## src/rtl/pipe_mux_nx1.sv

```systemverilog
// N-to-1 registered multiplexer with valid/ready handshakes on every channel.
// Channel choice is either a fixed select (MODE=0) or round-robin over valid inputs (MODE=1).
module pipe_mux_nx1 #(
  parameter int WIDTH = 32,
  parameter int N     = 4,
  parameter int SELW  = 2,
  parameter int MODE  = 0
) (
  input  logic                 clk,
  input  logic                 rst_n,
  input  logic [N*WIDTH-1:0]   in_data,
  input  logic [N-1:0]         in_valid,
  output logic [N-1:0]         in_ready,
  input  logic [SELW-1:0]      sel,
  output logic [WIDTH-1:0]     out_data,
  output logic                 out_valid,
  input  logic                 out_ready,
  output logic [SELW-1:0]      out_chan
);

  logic [WIDTH-1:0] chan_data [N];
  logic [WIDTH-1:0] data_q, data_d;
  logic             valid_q, valid_d;
  logic [SELW-1:0]  chan_q, chan_d;
  logic [SELW-1:0]  ptr_q, ptr_d;

  logic             ld;
  logic             xfer_in;
  logic             sel_ok;
  logic             rr_ok;
  logic             grant_ok;
  logic [SELW-1:0]  rr_grant;
  logic [SELW-1:0]  grant;
  logic [WIDTH-1:0] grant_data;

  assign ld = !valid_q || out_ready;

  // Ready never looks at the granted channel's own valid in fixed-select mode.
  generate
    for (genvar gi = 0; gi < N; gi++) begin : g_chan
      assign chan_data[gi] = in_data[gi*WIDTH +: WIDTH];
      assign in_ready[gi]  = rst_n && ld && grant_ok && (grant == SELW'(gi));
    end
  endgenerate

  assign sel_ok = int'(sel) < N;

  // Scan from the farthest candidate down so the nearest one after ptr wins.
  always_comb begin
    rr_grant = '0;
    rr_ok    = 1'b0;
    for (int s = N; s >= 1; s--) begin
      if (in_valid[(int'(ptr_q) + s) % N]) begin
        rr_grant = SELW'((int'(ptr_q) + s) % N);
        rr_ok    = 1'b1;
      end
    end
  end

  assign grant    = (MODE == 0) ? sel    : rr_grant;
  assign grant_ok = (MODE == 0) ? sel_ok : rr_ok;

  always_comb begin
    grant_data = '0;
    for (int k = 0; k < N; k++) begin
      if (grant == SELW'(k)) begin
        grant_data = chan_data[k];
      end
    end
  end

  assign xfer_in = |(in_valid & in_ready);

  always_comb begin
    data_d  = data_q;
    valid_d = valid_q;
    chan_d  = chan_q;
    ptr_d   = ptr_q;
    if (xfer_in) begin
      data_d  = grant_data;
      valid_d = 1'b1;
      chan_d  = grant;
      ptr_d   = grant;
    end else if (out_ready) begin
      valid_d = 1'b0;
    end
  end

  // ptr resets to N-1 so channel 0 is searched first.
  always_ff @(posedge clk) begin
    if (!rst_n) begin
      data_q  <= '0;
      valid_q <= 1'b0;
      chan_q  <= '0;
      ptr_q   <= SELW'(N - 1);
    end else begin
      data_q  <= data_d;
      valid_q <= valid_d;
      chan_q  <= chan_d;
      ptr_q   <= ptr_d;
    end
  end

  assign out_data  = data_q;
  assign out_valid = valid_q;
  assign out_chan  = chan_q;

endmodule

```

## config.mk

```make
export PLATFORM = sky130hd
export DESIGN_NAME = pipe_mux_nx1
export DESIGN_NICKNAME = d
export VERILOG_FILES = /design/src/rtl/pipe_mux_nx1.sv
export SDC_FILE = /design/constraint.sdc
export NUM_CORES = 1
export LEC_CHECK = 0
export CORE_MARGIN = 4
export CORE_UTILIZATION = 36
export CTS_BUF_LIST = sky130_fd_sc_hd__clkbuf_8
export CTS_CLUSTER_SIZE = 14
export DETAILED_ROUTE_END_ITERATION = 10
export GPL_TIMING_DRIVEN = 0
export PLACE_DENSITY_LB_ADDON = 0.15
export SLEW_MARGIN = 20
export SYNTH_ARGS = -nofsm -noshare
export SYNTH_HDL_FRONTEND = slang
export SYNTH_SLANG_ARGS = --single-unit
export TNS_END_PERCENT = 20
```

## constraint.sdc

```tcl
create_clock -name clk -period 2.6 [get_ports clk]
set_clock_uncertainty 0.15 [all_clocks]
set_input_delay 0.65 -clock clk [delete_from_list [all_inputs] [get_ports clk]]
set_output_delay 0.65 -clock clk [all_outputs]
set_load 0.05 [all_outputs]
```

==> impl.org, run 1 <==
** Job
- The tool flagged a number of max-cap violations equal to 0.

** GRT
- First-pass GRT wire length :: roughly 14 mm
- Global route overflow :: 0
- Number of antenna violations at the first check in global routing :: 0
- The number of global-route vias before repair came to around 2900.
- Across every metal layer, demand over resource in global routing totals 0.204.
- Entering global routing, the biggest net connects 19 pins.

** Power
- Leak :: about 1.6 nW
- Power density over the cells :: between 400 and 500 nW/um^2
- The worst-case IR drop observed on VDD is roughly 0.18 mV.
- The design draws ~1.9 mW.

** Synthesis
- After synthesis the netlist holds a flip-flop and latch count of 35.
- The number of nets in the synthesized netlist is 385.
- Dividing the synthesized area by the synthesized cell count gives ~10 sq um.
- Yosys warning total :: 0
- Gate count after technology mapping :: between 200 and 250
- Sequential-to-total area share from yosys stat :: 0.282
- The cell area that synthesis handed to floorplanning was 2490 sq um.
- Counting distinct cell types in the post-synthesis netlist gives 20.

** Floorplan
- For this configuration, the core starts out at a cell density of 0.368.
- The initialized floorplan defines 30 standard-cell rows.
- In this run the standard cell core region covers about 6800 sq um.
- From bottom edge to top edge, the die measures between 90 and 100 um.
- In this run the count of I/O pins placed on the die edge is approximately 180.
- Die X-Extent :: around 91 um
- DIE AREA :: between 8000 and 9000 sq um

** Detailed routing
- For this block, the initial DRC count from the detailed router was about 110.
- For this run, design rule violations remaining after detail routing come to 0.
- The first detailed-routing pass ran for 4 iterations.
- Dividing the detail-routed wire length by the instance count gives about 17 um.
- Routed Antenna Nets :: 0
- Using the TritonRoute via totals, the vias-per-cell ratio works out to 5.44.
- Total wirelength of the detailed-routed design :: approximately 8.6 mm
- Via count :: 2784

** Setup path
- Type of the worst setup path :: in2out
- STA classifies the critical path endpoint as an output port.
- For flop-to-flop paths, the worst setup slack is about 0.95 ns.
- STA classifies the critical path startpoint as an input pin.
- Critical path data required time :: between 1.5 and 2 ns
- Along the worst path, the maximum fanout reaches 5.
- For the worst setup path, the data arrival time is roughly 1.8 ns.

** Place
- The count of buffers added on input and output ports is 173.
- Timing analysis after detailed placement gives a worst setup slack of -1.32 ns.
- The congestion estimate from routability-driven global placement came to approximately 0.76.
- Hpwl dp :: around 6.9 mm

** CTS
- The tree is rooted in a sky130_fd_sc_hd__clkbuf_8.
- CTS built an H-tree with a depth of 2.
- Clock tree buffer depth :: 2
- Clock-pin slew was measured on the worst setup and hold paths at about 0.070 ns.
- Total number of clock tree sinks :: 35
- TritonCTS created 5 clock buffers.
- The clock reaches the later pin of the worst-skew pair after approximately 0.27 ns.
- Clock tree from TritonCTS :: done

** Finish
- Antenna fix cells :: 0
- Measured on the finished design, the core utilization comes to 0.671.
- In the layout the commonest cells are sky130_fd_sc_hd__clkdlybuf4s50_1 (169), sky130_fd_sc_hd__dfxtp_1 (35), sky130_fd_sc_hd__inv_1 (34), sky130_fd_sc_hd__a31o_1 (34), sky130_fd_sc_hd__a21oi_1 (34).
- For this run, the post-layout net count is 568.
- FF+latch area :: ~700 sq um
- The library cell used most frequently in the layout, excluding fill and tap cells, is sky130_fd_sc_hd__clkdlybuf4s50_1.
- FILL cells :: 578
- Layout cells sized above 1 :: 0.167
- Summing all multi-input logic gate instances after layout gives approximately 1500 sq um.
- Synth-to-layout area growth :: 82.4%

** STA
- Worst Tran Pin Value :: approximately 0.63 ns
- Setup slack after layout :: 0.0465 ns
- The final number of hold-violating endpoints is 0.
- The worst path needs around 2.6 ns of the cycle, external delays included.
- Final setup viols :: 0
- Tcrit/Tclk final :: 0.982
- Number of slew-limit violations in the final report :: 0
- Measured against its own limit, the worst slew margin works out to 0.579.
- Timing would allow up to 392 MHz.
- RSZ-0062 raised after global routing :: no

** Status
- Outcome :: finished clean

** Min path
- The tightest min-delay check is of the reg2reg type.
[Yosys cell counts]
cell type	count	area share
sky130_fd_sc_hd__clkbuf_1	13	0.020
sky130_fd_sc_hd__clkinv_1	1	0.0015
sky130_fd_sc_hd__dfxtp_1	35	0.28
sky130_fd_sc_hd__mux2i_1	1	0.0040
sky130_fd_sc_hd__a21oi_1	34	0.068
sky130_fd_sc_hd__inv_1	34	0.051
sky130_fd_sc_hd__nand3_1	1	0.0020
sky130_fd_sc_hd__buf_1	7	0.011
sky130_fd_sc_hd__mux4_2	33	0.30
sky130_fd_sc_hd__nor2_1	2	0.0030
sky130_fd_sc_hd__nor3_1	2	0.0040
sky130_fd_sc_hd__nand2_1	1	0.0015
sky130_fd_sc_hd__a31o_1	34	0.12
sky130_fd_sc_hd__nand2b_1	1	0.0025
sky130_fd_sc_hd__o311a_1	1	0.0040
sky130_fd_sc_hd__buf_4	4	0.012
sky130_fd_sc_hd__buf_2	6	0.012
sky130_fd_sc_hd__inv_2	1	0.0015
sky130_fd_sc_hd__buf_6	4	0.018
sky130_fd_sc_hd__nand4_1	33	0.083
[power by group]
group / total [mW] / leakage (nW) / internal (mW) / switching (mW)
Clock: 0.506 / 0.0612 / 0.310 / 0.195
Combinational: 0.758 / 1.23 / 0.404 / 0.354
Sequential: 0.590 / 0.286 / 0.573 / 0.0177
[area by class of cell]
type / instances / share of cell area
Timing Repair Buffer: 179 / 0.392
Multi-Input combinational cell: 143 / 0.333
Sequential cell: 35 / 0.154
Buffer: 31 / 0.0428
Inverter: 36 / 0.0298
Tap cell: 80 / 0.0221
Clock buffer: 6 / 0.0182
Clock inverter: 2 / 0.00772
[per-stage QoR]
stage | area (sq um) | setup TNS (ns) | hold WS [ns] | std cells
CTS | 4520 | -0.0762 | 0.382 | 513
global route | 4540 | 0 | 0.400 | 512
floorplan | 2490 | -1.04 | 0.601 | 248
finish | 4540 | 0 | 0.382 | 512
detailed placement | 4320 | -6.11 | 0.371 | 501
global placement | 4320 | -5.61 | 0.366 | 501
[what timing repair did]
item / CTS / global route
resized for setup: 40 / 7
setup endpoints to repair: 4 / 4
pin swaps: 1 / 2
setup buffers: 6 / 0
hold buffers: 0 / 0
hold endpoints to repair: 0 / 0
[worst paths after layout]
kind / depth (start not counted) / end / start
worst max-delay path: 5 / in_ready[1] / sel[0]
worst min-delay path: 3 / out_data[12]$_SDFFE_PN0P_ / out_data[12]$_SDFFE_PN0P_
worst max register to register: 6 / out_data[11]$_SDFFE_PN0P_ / out_valid$_SDFFE_PN0P_
worst min register to register: 3 / out_data[12]$_SDFFE_PN0P_ / out_data[12]$_SDFFE_PN0P_
[logic make-up after synthesis]
| logic type | synth area share |
|---|---|
| compound gates | 0.192 |
| simple gates | 0.0961 |
| flops | 0.282 |
| buf+inv | 0.127 |
| mux | 0.303 |
[critical path, stage by stage]
cell and delay [ns]:
sky130_fd_sc_hd__clkdlybuf4s50_1 0.55, sky130_fd_sc_hd__buf_12 0.14, sky130_fd_sc_hd__inv_1 0.06, sky130_fd_sc_hd__nor3_2 0.17, sky130_fd_sc_hd__buf_6 0.18
[routing by layer]
metal  wire, um  vias up  GRT usage
met4        155        0     0.0528
li1           -     1323          -
met2       4510      132      0.383
met3        807       10     0.0621
met5          0        -          0
met1       3150     1319      0.221
[sequential cells by signal (all words and copies together), names as in the netlist]
name,count
out_chan,2
out_data,32
out_valid,1
(Power assumes the default switching activity.)
==> run 2, diff against run 1 <==
ABC_AREA = 1   (was not set)
CORE_UTILIZATION = 35   (was 36)
==> impl.org, run 2 <==
** STA
- Counting I/O delays and the setup requirement, the final critical path takes ~2.3 ns.
- Highest Clock Rate :: approximately 430 MHz
- At the pin with the least slew margin, the transition time is approximately 0.64 ns.
- Tcrit/Tclk final :: 0.902
- Number of failing hold endpoints at the final stage :: 0
- Normalized max-slew margin :: 0.573
- Number of slew-limit violations in the final report :: 0
- RSZ-0062 raised after global routing :: no
- Final setup viols :: 0
- For the final routed database, the setup TNS stands at 0 ns.

** Finish
- Leaving out fill and tap cells, the most frequent cell in the layout is sky130_fd_sc_hd__nand2_1.
- Layout cells sized above 1 :: 0.0629
- Antenna fix cells :: 0
- Synth-to-layout area growth :: 84.0%
- For this run, the post-layout net count is between 700 and 800.
- Final cell count without fillers :: around 670
- The layout has 610 filler cells.
- Area of combinational cells with multiple inputs :: 1360 sq um
- Across the whole layout, storage elements account for between 700 and 800 sq um.
- In the layout the commonest cells are sky130_fd_sc_hd__nand2_1 (189), sky130_fd_sc_hd__clkdlybuf4s50_1 (167), sky130_fd_sc_hd__nor2_1 (69).
- The register with the most flip-flops in the layout has 32 of them.

** CTS
- Clock-pin transition on the worst setup and hold timing paths :: 0.07 ns
- The cell sitting at the root of the clock tree is a sky130_fd_sc_hd__clkbuf_8.
- For this design, the sink count on the clock tree is 35.
- Number of H-tree branching levels :: 2
- Number of hold buffers added after CTS :: 0
- For the worst-skew pair, the clock arrives at the later sink with an insertion delay of around 0.29 ns.
- Clock tree from TritonCTS :: done
- Number of buffers inserted during clock tree synthesis :: 5
- The clock passes through at most 2 buffers.
- Buffers added to address setup during post-CTS repair amount to 0.

** Synthesis
- Compound-Gate Fraction of Synth Area :: 0.0190
- Number of enable flip-flop cells after synthesis :: 0
- Multiplexer share of the synthesized area :: 0
- Cell taking the most area after synthesis :: sky130_fd_sc_hd__nand2_1
- The average instance in the mapped netlist occupies 5.62 sq um.
- Sequential-to-total area share from yosys stat :: 0.304
- Area fraction of the dominant cell type after synthesis :: 0.308
- Count of different cell masters after synthesis :: 20
- Post-Synthesis Net Count :: 547
- Of the total synthesized cell area, the portion taken by AND, OR, NAND and NOR gates is 0.556.
- Xor-xnor portion of the synthesized cell area :: 0
- The cell count after synthesis came out at slightly above 400.
- In this run, synthesis produced a sequential element count of 35.
- Synth Flop Type :: sky130_fd_sc_hd__dfxtp_1
- sky130_fd_sc_hd__nand2_1 is the most common cell in the netlist.
- Ranked by total cell area, the synthesized netlist is headed by sky130_fd_sc_hd__nand2_1 (31%), sky130_fd_sc_hd__dfxtp_1 (30%), sky130_fd_sc_hd__nor2_1 (11%).
- Main combinational cell family by area after synthesis :: simple AND/OR/NAND/NOR gates
- Yosys warning total :: 0
- Cell types with the highest counts after synthesis :: sky130_fd_sc_hd__nand2_1 (189), sky130_fd_sc_hd__nor2_1 (69), sky130_fd_sc_hd__dfxtp_1 (35), sky130_fd_sc_hd__inv_1 (33), sky130_fd_sc_hd__nand4_1 (31)
- Counting flops with an async set or reset pin after synthesis yields a share of 0.
- Summing every instance area after synthesis gives 2300 sq um.
- Of the total synthesized cell area, the portion taken by full adders, half adders and majority gates is 0.

** Floorplan
- The die covers 7950 sq um.
- The floorplan has 29 rows.
- The total area inside the core boundary comes to 6390 sq um.
- Die Height :: around 89 um
- In this run the horizontal extent of the chip is between 80 and 90 um.
- Starting density of the core :: 0.361
- 176 I/O pins were placed.

** Power
- The analysis attributes to cell leakage a power of around 1.9 nW.
- Power density over the cells :: 420 nW/um^2
- Peak supply drop :: between 0.2 and 0.3 mV

** Setup path
- Number of buffer and inverter stages on the critical path :: 1
- The slowest stage of the critical path is the sky130_fd_sc_hd__clkdlybuf4s50_1 cell.
- Slowest stage delay, CP :: between 0.8 and 0.9 ns
- STA puts the critical path data required time at roughly 1.8 ns.
- The worst setup path is launched from a register.
- Worst-path cell chain :: clkdlybuf4s50_1
- Data arrival, critical path :: between 1.5 and 2 ns
- The worst setup path is of the reg2out kind.
- Of all nets on the critical path, the largest fanout is 3.
- Kind of capture point of the worst setup path :: output port
- Family with the most delay on the worst path :: buffers and inverters

** Place
- Detailed placement finished with a half-perimeter wire length of between 7 and 8 mm.
- Gp weighted congestion :: ~0.8
- Cell count after placement :: 659
- Input and output buffers added on the ports amount to ~170.

** GRT
- The first global-routing pass estimated between 10 and 15 mm of wire.
- Entering global routing, the biggest net connects 11 pins.
- The initial antenna violation count was 0.
- The number of global-route vias before repair is 2997.
- The total overflow left after global routing is 0.
- Total GRT Usage :: 0.219

** Job
- Across the run, the number of max-cap violations was 0.

** Detailed routing
- For this block, the initial DRC count from the detailed router was around 80.
- Using the TritonRoute via totals, the vias-per-cell ratio works out to between 4 and 5.
- The routed layout has approximately 3000 vias.
- In the routed design, unresolved DRC markers number 0.
- Post-detailed-route wirelength per cell :: roughly 14 um
- The pre-antenna-repair detailed-routing pass consisted of 6 iterations.
- Routed Antenna Nets :: 0
- After detailed routing, the total wire length is 9.11 mm.

** Min path
- Worst min-delay path class :: reg2reg

** Status
- The run finished with clean final reports.
run 2: layer usage:
metal,track usage,part of all wire
met2,0.427,0.50
met4,0.0677,0.023
met5,0,0
met3,0.0737,0.12
met1,0.217,0.36
run 2: final timing paths:
kind | slack [ns] | end | start | depth (start not counted)
setup / recovery | 0.25 | out_valid | out_valid$_SDFFE_PN0P_ | 1
hold / removal | 0.33 | out_chan[1]$_SDFFE_PN0P_ | out_chan[1]$_SDFFE_PN0P_ | 2
setup reg to reg | 1.00 | out_data[17]$_SDFFE_PN0P_ | out_valid$_SDFFE_PN0P_ | 7
hold reg to reg | 0.33 | out_chan[1]$_SDFFE_PN0P_ | out_chan[1]$_SDFFE_PN0P_ | 2
run 2: timing repair:
action	4_1_cts	5_1_grt
resized for setup	27	15
endpoints found under the setup margin	4	4
pin swaps	0	2
run 2: cell type report:
cell class              instances  area share
plain buffers                  24      0.0319
clock buffers                   5      0.0162
clock inverters                 1    0.000885
inverters                      38      0.0342
multi-input cells             313       0.321
flip-flops and latches         35       0.165
well taps                      77      0.0227
repair buffers                172       0.408
run 2: cell families (layout without fill, tap and decap cells):
kind of cell    after synthesis  in the layout
simple gates                305            305
compound gates                8              8
flops                        35             35
buf+inv                      62            240
run 2: where the power goes:
group / total [mW] / internal, mW / switching, mW
sequential: 0.614 / 0.588 / 0.0261
combinational: 0.803 / 0.366 / 0.437
clock: 0.364 / 0.175 / 0.190
run 2: metrics by stage:
step	hold WS [ns]	area (sq um)	total power [mW]	worst slack [ns]	util
floorplan	0.546	2300	1.05	-0.290	-
global placement	0.305	4120	1.41	-0.620	0.646
detailed placement	0.319	4120	1.42	-0.625	0.646
CTS	0.334	4180	1.78	0.00350	0.655
global route	0.377	4240	1.88	0.232	0.664
finish	0.330	4240	1.78	0.255	0.664
